File: src/rtl/cdu_counter_bank.sv
// N-channel CDU read-counter bank with pending-pulse accumulators,
// saturating error counters and a round-robin pulse bus to the AGC.
module cdu_counter_bank #(
  parameter int NCHAN     = 5,
  parameter int WIDTH     = 16,
  parameter int PEND_W    = 4,
  parameter int ERR_WIDTH = 9,
  parameter int CHW       = 4
) (
  input  logic                       clk,
  input  logic                       rst,
  input  logic                       faz_stb,
  input  logic [NCHAN-1:0]           up_req,
  input  logic [NCHAN-1:0]           dn_req,
  input  logic [NCHAN-1:0]           cduz,
  input  logic [NCHAN-1:0]           ca,
  input  logic [NCHAN*WIDTH-1:0]     ca_value,
  input  logic [NCHAN-1:0]           eec,
  input  logic [NCHAN-1:0]           agc_pcnt,
  input  logic [NCHAN-1:0]           agc_mcnt,
  output logic [NCHAN*WIDTH-1:0]     cnt_flat,
  output logic [NCHAN*ERR_WIDTH-1:0] err_flat,
  output logic [NCHAN-1:0]           pend_ovf,
  output logic                       pulse_valid,
  output logic [CHW-1:0]             pulse_chan,
  output logic                       pulse_dir
);

  localparam int NSLOT = 1 << CHW;
  localparam logic [CHW:0] NCH_W = (CHW+1)'(NCHAN);
  localparam logic signed [PEND_W+1:0] PLIM =
    (PEND_W+2)'((1 << (PEND_W-1)) - 1);
  localparam logic signed [ERR_WIDTH-1:0] EMAX =
    ERR_WIDTH'((1 << (ERR_WIDTH-1)) - 1);

  // Per-channel arbiter inputs: eligible for a grant, and pend sign.
  logic [NCHAN-1:0] elig;
  logic [NCHAN-1:0] pos;
  logic [NCHAN-1:0] gnt;

  logic [NSLOT-1:0] elig_ext;
  logic [NSLOT-1:0] pos_ext;
  logic [CHW:0]     probe;
  logic             hit;
  logic [CHW-1:0]   gnt_idx;
  logic             gnt_dir;
  logic [CHW-1:0]   ptr_q;

  // Round-robin search from ptr+1 on a strobe; first eligible wins.
  always_comb begin
    elig_ext = '0;
    pos_ext  = '0;
    elig_ext[NCHAN-1:0] = elig;
    pos_ext[NCHAN-1:0]  = pos;
    hit     = 1'b0;
    gnt_idx = ptr_q;
    probe   = '0;
    if (faz_stb) begin
      for (int k = 1; k <= NCHAN; k++) begin
        probe = {1'b0, ptr_q} + (CHW+1)'(k);
        if (probe >= NCH_W)
          probe = probe - NCH_W;
        if (!hit && elig_ext[probe[CHW-1:0]]) begin
          hit     = 1'b1;
          gnt_idx = probe[CHW-1:0];
        end
      end
    end
    gnt_dir = pos_ext[gnt_idx];
  end

  // One-hot grant decoded from the winning index.
  always_comb begin
    gnt = '0;
    for (int i = 0; i < NCHAN; i++)
      gnt[i] = hit && (gnt_idx == CHW'(i));
  end

  // Pulse bus register and arbiter pointer.
  always_ff @(posedge clk or posedge rst) begin
    if (rst) begin
      pulse_valid <= 1'b0;
      pulse_chan  <= '0;
      pulse_dir   <= 1'b0;
      ptr_q       <= CHW'(NCHAN-1);
    end else begin
      pulse_valid <= hit;
      if (hit) begin
        pulse_chan <= gnt_idx;
        pulse_dir  <= gnt_dir;
        ptr_q      <= gnt_idx;
      end
    end
  end

  for (genvar i = 0; i < NCHAN; i++) begin : g_ch
    logic [WIDTH-1:0]            cnt_q;
    logic signed [PEND_W-1:0]    pend_q;
    logic signed [ERR_WIDTH-1:0] err_q;
    logic                        ovf_q;
    logic                        up_only;
    logic                        dn_only;
    logic                        p_only;
    logic                        m_only;
    logic signed [PEND_W+1:0]    step;
    logic signed [PEND_W+1:0]    gstep;
    logic signed [PEND_W+1:0]    pend_nx;
    logic                        ovr;

    assign up_only = up_req[i] & ~dn_req[i];
    assign dn_only = dn_req[i] & ~up_req[i];
    assign p_only  = agc_pcnt[i] & ~agc_mcnt[i];
    assign m_only  = agc_mcnt[i] & ~agc_pcnt[i];

    assign elig[i] = (pend_q != '0) && !cduz[i] && !ca[i];
    assign pos[i]  = ~pend_q[PEND_W-1];

    // Net pending change: request step minus the granted pulse.
    always_comb begin
      step  = '0;
      gstep = '0;
      if (up_only)
        step = (PEND_W+2)'(1);
      else if (dn_only)
        step = '1;
      if (gnt[i])
        gstep = pos[i] ? (PEND_W+2)'(1) : '1;
      pend_nx = (PEND_W+2)'(pend_q) + step - gstep;
      ovr     = (pend_nx > PLIM) || (pend_nx < -PLIM);
    end

    // Read counter, pending accumulator and sticky overflow.
    always_ff @(posedge clk or posedge rst) begin
      if (rst) begin
        cnt_q  <= '0;
        pend_q <= '0;
        ovf_q  <= 1'b0;
      end else if (cduz[i]) begin
        cnt_q  <= '0;
        pend_q <= '0;
        ovf_q  <= 1'b0;
      end else if (ca[i]) begin
        cnt_q  <= ca_value[i*WIDTH +: WIDTH];
        pend_q <= '0;
      end else begin
        if (up_only)
          cnt_q <= cnt_q + WIDTH'(1);
        else if (dn_only)
          cnt_q <= cnt_q - WIDTH'(1);
        if (ovr)
          ovf_q <= 1'b1;
        else
          pend_q <= pend_nx[PEND_W-1:0];
      end
    end

    // Saturating error counter, held at zero while disabled.
    always_ff @(posedge clk or posedge rst) begin
      if (rst)
        err_q <= '0;
      else if (!eec[i])
        err_q <= '0;
      else if (p_only && err_q != EMAX)
        err_q <= err_q + ERR_WIDTH'(1);
      else if (m_only && err_q != -EMAX)
        err_q <= err_q - ERR_WIDTH'(1);
    end

    assign cnt_flat[i*WIDTH +: WIDTH]         = cnt_q;
    assign err_flat[i*ERR_WIDTH +: ERR_WIDTH] = err_q;
    assign pend_ovf[i]                        = ovf_q;
  end

endmodule

File: config.mk
export PLATFORM = sky130hd
export DESIGN_NAME = cdu_counter_bank
export DESIGN_NICKNAME = d
export VERILOG_FILES = /design/src/rtl/cdu_counter_bank.sv
export SDC_FILE = /design/constraint.sdc
export NUM_CORES = 1
export LEC_CHECK = 0
export BUFFER_PORTS_ARGS = -buffer_cell sky130_fd_sc_hd__clkbuf_2
export CAP_MARGIN = 20
export CORE_UTILIZATION = 45
export CTS_CLUSTER_SIZE = 12
export DETAILED_ROUTE_END_ITERATION = 8
export PLACE_DENSITY = 0.73
export REMOVE_ABC_BUFFERS = 1
export SYNTH_ARGS = -nofsm -noshare
export SYNTH_HDL_FRONTEND = slang
export SYNTH_SLANG_ARGS = --single-unit
File: constraint.sdc
create_clock -name clk -period 10.2 [get_ports clk]
set_input_delay 0.51 -clock clk [delete_from_list [all_inputs] [get_ports clk]]
set_output_delay 0.51 -clock clk [all_outputs]
set_load 0.1 [all_outputs]
==> results.md <==
- Post-synth ARST share: 1.00
- Setup CP Type: reg -> reg
- Setup TNS: 0 ps
- Yosys warns: 0
- Top sig layer: met4
- Crit-path cells: buf_4 > inv_1 > ha_1 > clkinv_1 > a31oi_1 > o21ai_0 > a211o_1 > a31oi_1 > a21oi_1 > and3_2 > a22o_1 > and2_1 > nand2_1 > inv_1 > fa_1 > inv_1 > fa_1 > a21o_1 > a21oi_1 > xor2_1 > nor4_1 > a31o_2 > nor3_1 > o21ai_0
- Initial antenna violation count: 1
- Crit path arrival time: 7670 ps
- Dpl hpwl: 28100 µm
- Synth cell types: slightly above 90
- Slew @ Worst Pin: 1010 ps
- Vias per cell: 5.54
- RSZ-0062 raised after global routing: false
- Most common flop cell mapped by yosys: dfrtp_1
- Final Hold Viols: 0
- DP Worst Slack: 2930 ps
- CTS resizes: 0
- Gr usage total: 0.225
- Longest Clk Path Bufs: 2
- DRC Markers: 0
- Post-Synthesis Cells: 1780
- Area Overhead vs Synth: 14.1%
- Clock transition at path regs: 70 ps
- Met2 WL: 18300 µm
- Placeable Area: between 0.03 and 0.04 mm²
- Share of cells above drive strength 1: 0.165
- Slew headroom: 0.328
- Critical Path Fanout Max: 27
- CTS tree: yes
- Setup ws final: 2820 ps
- Die width: 184 µm
- Die H: 184 µm
- First-pass GRT wire length: 62200 µm
- Worst hold slack: between 100 and 150 ps
- Total CTS buffers: 17
- Root Buffer: clkbuf_16
- Leakage: 0.00835 µW
- Max IR drop VDD: 0.181 mV
- Critical path's largest stage delay: 830 ps
- Number of synthesized flops with an enable pin: 0
- Register area share after synthesis: 0.264
- Most frequent cells in the layout: clkbuf_2 (253), a21oi_1 (179), nor2_1 (175), ha_1 (164), dfrtp_1 (156)
- DR pass1 iterations: 5
- Setup violations, final: 0
- Status: finished clean
- Latest clock arrival within the worst-skew pair: 450 ps
- Final Cycle Share: 0.723
- Fmax: 136 MHz
- Syn avg cell area: 8.37 µm²
- Slew Viols, Final: 0
- Ports: 254
- Commonest non-fill, non-tap cell in the layout: clkbuf_2
- Remaining Overflow, GRT: 0
- Largest net degree at the start of global routing: 63
- Nets: 2299
- Worst path most repeated cell: inv_1
- Max cap viols: 0
- Starting Density: 0.458
- HP Class: in -> async
- Vias: 13600
- CTS Sinks: 157
- IO buf count: 253
- RD Place Congestion: around 0.89
- CP endpoint kind: flip-flop
- CTS hold repair buffers: 0
- Fin crit period: roughly 7400 ps
- Post-Route WL: 37600 µm
- Clock skew: 15.8 ps
- Critical Path RT: between 10000 and 15000 ps
- Total power: 4570 µW
- Met3 wire length: ~1600 µm
- WL per Instance: approximately 15 µm
- Met1 wire length: 17000 µm
- Post-CTS Setup Bufs: 0
- DR iter-0 viols: 617
- FP Rows: 66
- Vias in the first global route: between 10000 and 15000
- Number of routed nets with antenna violations: 0
- Type of origin of the critical path: flip-flop
- Pwr dens: 269 mW/mm²
- Die area: 0.0338 mm²
- Post-synthesis cell area: around 0.015 mm²
- Synthesis-stage register bit count: 157
- Crit-path slowest cell: ha_1
- Htree depth: 4
- Core Util, Final: 0.522
-- state kept, by name, indices dropped and copies added (netlist names) --
register / flops
g_ch.cnt_q: 80
g_ch.err_q: 45
g_ch.pend_q: 20
g_ch.ovf_q: 5
pulse_chan: 4
ptr_q: 1
pulse_dir: 1
pulse_valid: 1
-- layout make-up --
| type | instances | area [µm²] |
|---|---|---|
| fillers | 3049 | 15500 |
| repair buffers | 262 | 1330 |
| inverters | 126 | 478 |
| diodes | 1 | 2.50 |
| flip-flops and latches | 157 | 3930 |
| clock inverters | 11 | 166 |
| clock buffers | 21 | 450 |
| multi-input cells | 1428 | 10100 |
| well taps | 442 | 553 |
-- metal layers --
layer,GRT usage,up-vias
met4,0.0800,0
met1,0.291,6451
met2,0.377,333
met5,0,-
li1,-,6735
met3,0.0353,50
-- power breakdown --
group / internal (µW) / leakage (µW) / total, µW / switching (µW)
Sequential: 741 / 0.00205 / 886 / 145
Combinational: 1020 / 0.00600 / 2990 / 1970
Clock: 415 / 0.000293 / 692 / 277
-- through the flow --
stage	area (µm²)	instances
2_1_floorplan	14500	1711
3_3_place_gp	16400	2415
3_5_place_dp	16400	2415
4_1_cts	17000	2447
5_1_grt	17000	2448
6_report	17000	2448
-- cell usage after synthesis, types with 7 or more instances --
library cell	instances	area, µm²
a211oi_1	9	67.6
o211ai_1	24	180
nor4_1	15	93.8
nand3_1	42	210
inv_1	121	454
clkbuf_8	9	124
a31oi_1	12	75.1
buf_4	9	67.6
dfrtp_1	156	3900
nand4_1	14	87.6
nor2b_1	54	338
fa_1	25	500
a21o_1	43	323
a21oi_1	179	896
and2_1	20	125
nor3b_1	7	52.6
and3_1	7	43.8
nor2_1	175	657
ha_1	164	2050
nand2b_1	17	106
clkbuf_1	41	154
xnor2_1	76	666
nand2_1	122	458
nor4b_1	8	70.1
or3_1	24	150
xor2_1	57	499
o21bai_1	28	210
nor3_1	38	190
o21a_1	8	60.1
mux2i_1	19	190
o211a_1	15	150
o21ai_0	116	581
o41ai_1	12	105
-- path summary, 6_finish.rpt --
check                           depth (start not counted)     startpoint                 to  slack, ps
worst min register to register                          1  g_ch[1].ovf_q      g_ch[1].ovf_q        480
min in group clk                                        3   ca_value[32]   g_ch[2].cnt_q[0]        280
max in group asynchronous                               3            rst   g_ch[4].cnt_q[0]       8840
worst min-delay path                                    2            rst   g_ch[2].cnt_q[0]        150
worst max-delay path                                   24  pulse_chan[0]  g_ch[4].pend_q[1]       2820
worst max register to register                         24  pulse_chan[0]  g_ch[4].pend_q[1]       2820
-- kinds of logic after synthesis --
family	after synthesis	synth area share
AND/OR/NAND/NOR	569	0.188
AO/OA/AOI/OAI	513	0.220
buffers and inverters	195	0.0594
adder cells (fa/ha/maj)	189	0.171
flip-flops	157	0.264
XOR/XNOR	133	0.0782
multiplexers	24	0.0192
-- worst max-delay path, delay by kind of cell, from the launching register on --
family | cells | cell delay (ps)
compound gates | 10 | 2440
xor+xnor | 1 | 200
fa+ha+maj | 3 | 1790
buf+inv | 5 | 1240
flops | 1 | 320
simple gates | 5 | 1220
Note: power is estimated with default switching activity, not from simulation.
